### src/rtl/mprj_io_cfg_seq.sv
// ============================================================================
// mprj_io_cfg_seq
// ----------------------------------------------------------------------------
// Configuration sequencer for the user-project GPIO pad ring.
//
// A start request walks the selected pad areas in address order. For each pad
// one 5-bit configuration word {dm[2:0], inp_dis, oeb} is fetched over a
// req/ack port, and the word drives that pad's control bits into mprj_io.
// Area 1 is pads 0..AREA1PADS-1 and area 2 is pads AREA1PADS..TOTAL_PADS-1.
//
// Ports
//   clock       : single clock, rising edge
//   resetn      : asynchronous active-low reset
//   load_start  : start a sequence (sampled only in IDLE)
//   load_area   : bit0 = area 1, bit1 = area 2 (sampled with load_start)
//   busy        : sequence in progress (FETCH / APPLY)
//   done        : one-cycle pulse at the end of a sequence
//   cfg_req     : fetch request
//   cfg_addr    : pad index being fetched, stable while cfg_req = 1
//   cfg_ack     : fetch acknowledge, cfg_data valid in the same cycle
//   cfg_data    : {dm[2:0], inp_dis, oeb}
//   oeb         : per-pad output enable, active-low
//   inp_dis     : per-pad input disable
//   dm          : per-pad drive mode, pad n at [3n+2:3n]
//
// Build option
//   MPRJ_IO_CFG_SHADOW_EN : when defined, fetched words land in a shadow bank
//   and all selected pads update together on the edge entering FINISH, so the
//   pads never show a mixed old/new configuration. When undefined, each pad
//   updates on the edge where its ack is taken.
// ============================================================================
module mprj_io_cfg_seq #(
   parameter int AREA1PADS  = 19,   // MPRJ_IO_PADS_1
   parameter int TOTAL_PADS = 38,   // MPRJ_IO_PADS
   parameter int AW         = $clog2(TOTAL_PADS)
) (
   input  logic                    clock,
   input  logic                    resetn,
   input  logic                    load_start,
   input  logic [1:0]              load_area,
   output logic                    busy,
   output logic                    done,
   output logic                    cfg_req,
   output logic [AW-1:0]           cfg_addr,
   input  logic                    cfg_ack,
   input  logic [4:0]              cfg_data,
   output logic [TOTAL_PADS-1:0]   oeb,
   output logic [TOTAL_PADS-1:0]   inp_dis,
   output logic [3*TOTAL_PADS-1:0] dm
);

   typedef enum logic [1:0] {
      S_IDLE,
      S_FETCH,
      S_APPLY,
      S_FINISH
   } state_t;

   localparam logic [AW-1:0] A1_FIRST = AW'(0);
   localparam logic [AW-1:0] A2_FIRST = AW'(AREA1PADS);
   localparam logic [AW-1:0] A1_LAST  = AW'(AREA1PADS - 1);
   localparam logic [AW-1:0] A2_LAST  = AW'(TOTAL_PADS - 1);

   // Pad reset state: input enabled, output driver off.
   localparam logic [3*TOTAL_PADS-1:0] DM_RESET_ALL = {TOTAL_PADS{3'b001}};

   state_t          r_state;
   logic            r_busy;
   logic            r_done;
   logic            r_req;
   logic [AW-1:0]   r_addr;
   logic [AW-1:0]   r_last;
   logic [1:0]      r_area;

   logic [TOTAL_PADS-1:0]   r_oeb;
   logic [TOTAL_PADS-1:0]   r_inp_dis;
   logic [3*TOTAL_PADS-1:0] r_dm;

   // A word is accepted only while fetching; stray acks elsewhere are ignored.
   logic w_take;
   // Last pad of the sequence is being applied; next edge enters FINISH.
   logic w_commit;

   assign w_take   = (r_state == S_FETCH) && cfg_ack;
   assign w_commit = (r_state == S_APPLY) && (r_addr == r_last);

   assign busy     = r_busy;
   assign done     = r_done;
   assign cfg_req  = r_req;
   assign cfg_addr = r_addr;
   assign oeb      = r_oeb;
   assign inp_dis  = r_inp_dis;
   assign dm       = r_dm;

   // -------------------------------------------------------------------------
   // Sequencer FSM with registered outputs
   // -------------------------------------------------------------------------
   // NOTE: all state and registered outputs use non-blocking assignments so
   // every decision in this block sees the values from before the edge.
   always_ff @(posedge clock or negedge resetn) begin
      if (!resetn) begin
         r_state <= S_IDLE;
         r_busy  <= 1'b0;
         r_done  <= 1'b0;
         r_req   <= 1'b0;
         r_addr  <= '0;
         r_last  <= '0;
         r_area  <= 2'b00;
      end else begin
         case (r_state)
            S_IDLE: begin
               r_done <= 1'b0;
               if (load_start) begin
                  if (load_area != 2'b00) begin
                     r_area  <= load_area;
                     r_addr  <= load_area[0] ? A1_FIRST : A2_FIRST;
                     r_last  <= load_area[1] ? A2_LAST  : A1_LAST;
                     r_req   <= 1'b1;
                     r_busy  <= 1'b1;
                     r_state <= S_FETCH;
                  end else begin
                     // Empty selection: report completion without fetching.
                     r_done  <= 1'b1;
                     r_state <= S_FINISH;
                  end
               end
            end

            S_FETCH: begin
               if (cfg_ack) begin
                  r_req   <= 1'b0;
                  r_state <= S_APPLY;
               end
            end

            S_APPLY: begin
               if (r_addr == r_last) begin
                  r_busy  <= 1'b0;
                  r_done  <= 1'b1;
                  r_state <= S_FINISH;
               end else begin
                  // Both areas selected: AREA1PADS-1 simply rolls into AREA1PADS.
                  r_addr  <= r_addr + AW'(1);
                  r_req   <= 1'b1;
                  r_state <= S_FETCH;
               end
            end

            S_FINISH: begin
               // A start pulse here is deliberately dropped.
               r_done  <= 1'b0;
               r_state <= S_IDLE;
            end

            default: begin
               r_state <= S_IDLE;
               r_busy  <= 1'b0;
               r_done  <= 1'b0;
               r_req   <= 1'b0;
            end
         endcase
      end
   end

`ifdef MPRJ_IO_CFG_SHADOW_EN
   // -------------------------------------------------------------------------
   // Shadow bank: collects words during the sequence, copied out at the end.
   // -------------------------------------------------------------------------
   logic [TOTAL_PADS-1:0]   r_sh_oeb;
   logic [TOTAL_PADS-1:0]   r_sh_inp_dis;
   logic [3*TOTAL_PADS-1:0] r_sh_dm;

   // NOTE: the shadow bank is reset like the outputs so an interrupted
   // sequence cannot leave a partial configuration behind for the next commit.
   always_ff @(posedge clock or negedge resetn) begin
      if (!resetn) begin
         r_sh_oeb     <= '1;
         r_sh_inp_dis <= '0;
         r_sh_dm      <= DM_RESET_ALL;
      end else if (w_take) begin
         for (int p = 0; p < TOTAL_PADS; p++) begin
            if (AW'(p) == r_addr) begin
               r_sh_oeb[p]      <= cfg_data[0];
               r_sh_inp_dis[p]  <= cfg_data[1];
               r_sh_dm[3*p +: 3] <= cfg_data[4:2];
            end
         end
      end
   end

   // Only pads inside the latched area mask are copied; the rest keep state.
   always_ff @(posedge clock or negedge resetn) begin
      if (!resetn) begin
         r_oeb     <= '1;
         r_inp_dis <= '0;
         r_dm      <= DM_RESET_ALL;
      end else if (w_commit) begin
         for (int p = 0; p < TOTAL_PADS; p++) begin
            if ((p < AREA1PADS) ? r_area[0] : r_area[1]) begin
               r_oeb[p]       <= r_sh_oeb[p];
               r_inp_dis[p]   <= r_sh_inp_dis[p];
               r_dm[3*p +: 3] <= r_sh_dm[3*p +: 3];
            end
         end
      end
   end
`else
   // -------------------------------------------------------------------------
   // Direct update: each pad changes on the edge where its ack is taken.
   // -------------------------------------------------------------------------
   always_ff @(posedge clock or negedge resetn) begin
      if (!resetn) begin
         r_oeb     <= '1;
         r_inp_dis <= '0;
         r_dm      <= DM_RESET_ALL;
      end else if (w_take) begin
         for (int p = 0; p < TOTAL_PADS; p++) begin
            if (AW'(p) == r_addr) begin
               r_oeb[p]       <= cfg_data[0];
               r_inp_dis[p]   <= cfg_data[1];
               r_dm[3*p +: 3] <= cfg_data[4:2];
            end
         end
      end
   end
`endif

endmodule
### config.mk
export PLATFORM = sky130hd
export DESIGN_NAME = mprj_io_cfg_seq
export DESIGN_NICKNAME = d
export VERILOG_FILES = /design/src/rtl/mprj_io_cfg_seq.sv
export SDC_FILE = /design/constraint.sdc
export NUM_CORES = 1
export LEC_CHECK = 0
export CORE_AREA = 2 2 137 139
export CTS_BUF_LIST = sky130_fd_sc_hd__clkbuf_4
export DETAILED_ROUTE_END_ITERATION = 16
export DIE_AREA = 0 0 139 141
export PLACE_DENSITY = 0.88
export SLEW_MARGIN = 30
export SYNTH_ARGS = -nofsm -noshare
export SYNTH_HDL_FRONTEND = slang
export SYNTH_SLANG_ARGS = --single-unit
### constraint.sdc
create_clock -name clock -period 1.8 [get_ports clock]
set_input_delay 0.36 -clock clock [delete_from_list [all_inputs] [get_ports clock]]
set_output_delay 0.36 -clock clock [all_outputs]
set_load 0.01 [all_outputs]
==> qor.yml <==
power_frac_comb: 0.368
grt-ovfl-total: 0
clock-sinks: 203
switchingPower_mw: 5.41
intPower_mw: 11.4
worst_setup_path_start_kind: "flip-flop"
gp_congestion: 0.816
synth_ff_type: "dfrtp_1"
die_h_um: 141
clk_latency_ns: 0.64
ff2ff_setup_slack_ns: -0.17
die-area_um2: 19600
tightest_slew_ns: 0.469
status: "finished, violations left"
cts_tree: "built"
crit_slowest_cell: "or4_4"
area_delta_synth_final_pct: 49.9
end_kind: "flip-flop"
die_x_um: 139
grt_first_pass_wirelength_mm: 36.0
core_um2: 18300
ys_top_cells_by_count: "191 x mux2_2, 127 x dfrtp_1, 76 x dfstp_2"
fin_crit_ns: 1.97
path_class: "flip-flop to flip-flop"
synth_top_area_frac: 0.386
finalHoldViolCount: 0
grtUsageTotal: 0.232
drive_gt1_frac: 0.640
place_hpwl_mm: 15.0
setup_ws_ns: -0.169
cp_slowest_stage_delay_ns: 0.50
yosysSeqAreaShare: 0.629
max_freq_mhz: 508
yosysMostFrequentCell: "mux2_2"
p_sw_frac: 0.321
crit_chain: "buf_6, or4_4, a221o_1, o21ai_1, mux2_1"
drv_slew: 0
seqPwrFrac: 0.388
ys_types: 42
arrival_ns: 2.49
start_util: 0.450
drt_iter0_drc: 246
drv_cap: 0
ant_nets: 0
cp_max_fo: 2
reg2reg_depth: 5
numPortBuffers: 209
path_clk_slew_ns: 0.07
rsz0062_at_grt: "yes"
synth_area_leaders: "dfrtp_1 39%, mux2_2 26%, dfstp_2 24%"
leakagePower_nw: 6.27
synth_top_area_cell: "dfrtp_1"
async_flop_share: 1.00
synthCells: 557
ir_worst_vdd_mv: 0.922
p_clk_frac: 0.245
fp-row-count: 50
drt-wirelength-per-cell_um: 20.1
hold_path_class: "input port to async pin"
final_nets: 892
grt_pass1_vias: 6616
clock-root-buffer: "clkbuf_4"
h-tree-depth: 2
relSlewSlack: 0.687
io_pins: 210
synth.avg_cell_area_um2: 14.8
syn_area_um2: 8230
cellPowerDensity_nw_per_um2: 1370
setup_violations: 51
viasPerCell: 5.22
finalHoldWorstSlack_ns: 0.268
wl_mm: 23.1
ctsLongestPathBuffers: 3
p_total_mw: 16.8
via_count: 5988
route.detailed.drc: 0
synth_edf_count: 0
drtPass1Iterations: 4
violations: "setup timing"
antenna_cells: 0
crit_required_ns: 2.32
ys_warn_count: 0
fin_crit_sh: 1.09
grt_max_degree: 51
worst_clock_skew_ns: 0.0262
ys_seq_elements: 203
synth.net_count: 575
cts_made_buffers: 53
antenna_found_initial: 0
==> repair_timing <==
item	in CTS	in global routing
hold endpoints to repair	36	0
pin swaps	14	26
endpoints found under the setup margin	349	216
hold buffers	1	0
setup buffers	8	14
resized for setup	460	120
==> power groups by stage <==
| stage | registers (mW) | logic (mW) | clock network [mW] |
|---|---|---|---|
| floorplan | 7.05 | 1.83 | 0 |
| global placement | 6.56 | 5.53 | 0 |
| detailed placement | 6.63 | 5.64 | 0 |
| CTS | 6.52 | 5.61 | 4.23 |
| global route | 6.66 | 6.58 | 4.46 |
| finish | 6.53 | 6.19 | 4.12 |
==> through the flow <==
step                      instances  area [um2]  setup TNS, ns   util  setup WS, ns
after floorplan                 557        8290         -0.380      -        -0.104
after global placement         1031       11100         -52.57  0.608        -0.389
after detailed placement       1031       11100         -57.94  0.608        -0.476
after CTS                      1134       12000         -0.345  0.659        -0.155
after global routing           1147       12300         -10.03  0.675        -0.215
final                          1147       12300          -1.99  0.675        -0.169
==> layout by cell type (no fill, tap or decap), types with 8 or more instances in the layout <==
master and count:
mux2_2 129, dfrtp_1 125, dlygate4sd2_1 117, clkbuf_4 88, dfstp_2 76, mux2_4 62, buf_4 59, buf_2 46
clkdlybuf4s15_2 21, buf_6 20, nor2_4 12, nand3_1 10, clkdlybuf4s50_1 9, nand2_4 8, nand3_4 8, o21ai_0 8
buf_12 8
==> worst max-delay path: cells and delay by family, from the launching register on <==
kind,cells,cell delay [ns]
muxes,1,0.33
buffers and inverters,1,0.12
DFF,1,0.39
AOI/OAI and AO/OA,2,0.51
and+or+nand+nor,1,0.50
==> cell type report <==
type                       count  area [um2]
clock buffer                  88         661
multi-input combinational    311        3570
tap                          234         293
inverter                      10        47.5
timing repair buffer         295        2530
clock inverter                 6        50.0
fill                        1350        5940
sequential                   203        5180
==> state kept, by name, summed over array words and instances, names as in the netlist <==
register  flops
busy          1
cfg_addr      6
cfg_req       1
dm          114
done          1
inp_dis      38
oeb          38
r_last        2
r_state       2
==> metal layers <==
| metal | wire length (um) | share of wire | vias up | GRT usage |
|---|---|---|---|---|
| met5 | 0 | 0 | - | 0 |
| li1 | - | - | 2645 | - |
| met1 | 9010 | 0.39 | 3073 | 0.271 |
| met4 | 603 | 0.026 | 0 | 0.0867 |
| met3 | 1780 | 0.077 | 45 | 0.0764 |
| met2 | 11700 | 0.51 | 225 | 0.401 |
==> kinds of logic (layout without fill, tap and decap cells) <==
family	Yosys count	in the layout	synth area share
buf+inv	43	399	0.0208
fa+ha+maj	7	7	0.0106
mux	192	192	0.263
compound gates	29	29	0.0269
simple gates	83	83	0.0497
flops	203	203	0.629
==> worst paths after layout <==
path,startpoint,end
setup reg to reg,cfg_addr[5]$_DFFE_PN0P_,done$_DFFE_PN0P_
min in group clock,load_area[1],r_last[4]$_DFFE_PN0P_
hold reg to reg,dm[98]$_DFFE_PN0P_,dm[98]$_DFFE_PN0P_
max in group asynchronous,resetn,oeb[37]$_DFFE_PN1P_
setup / recovery,cfg_addr[5]$_DFFE_PN0P_,done$_DFFE_PN0P_
hold / removal,resetn,dm[104]$_DFFE_PN0P_
(Power assumes the default switching activity.)
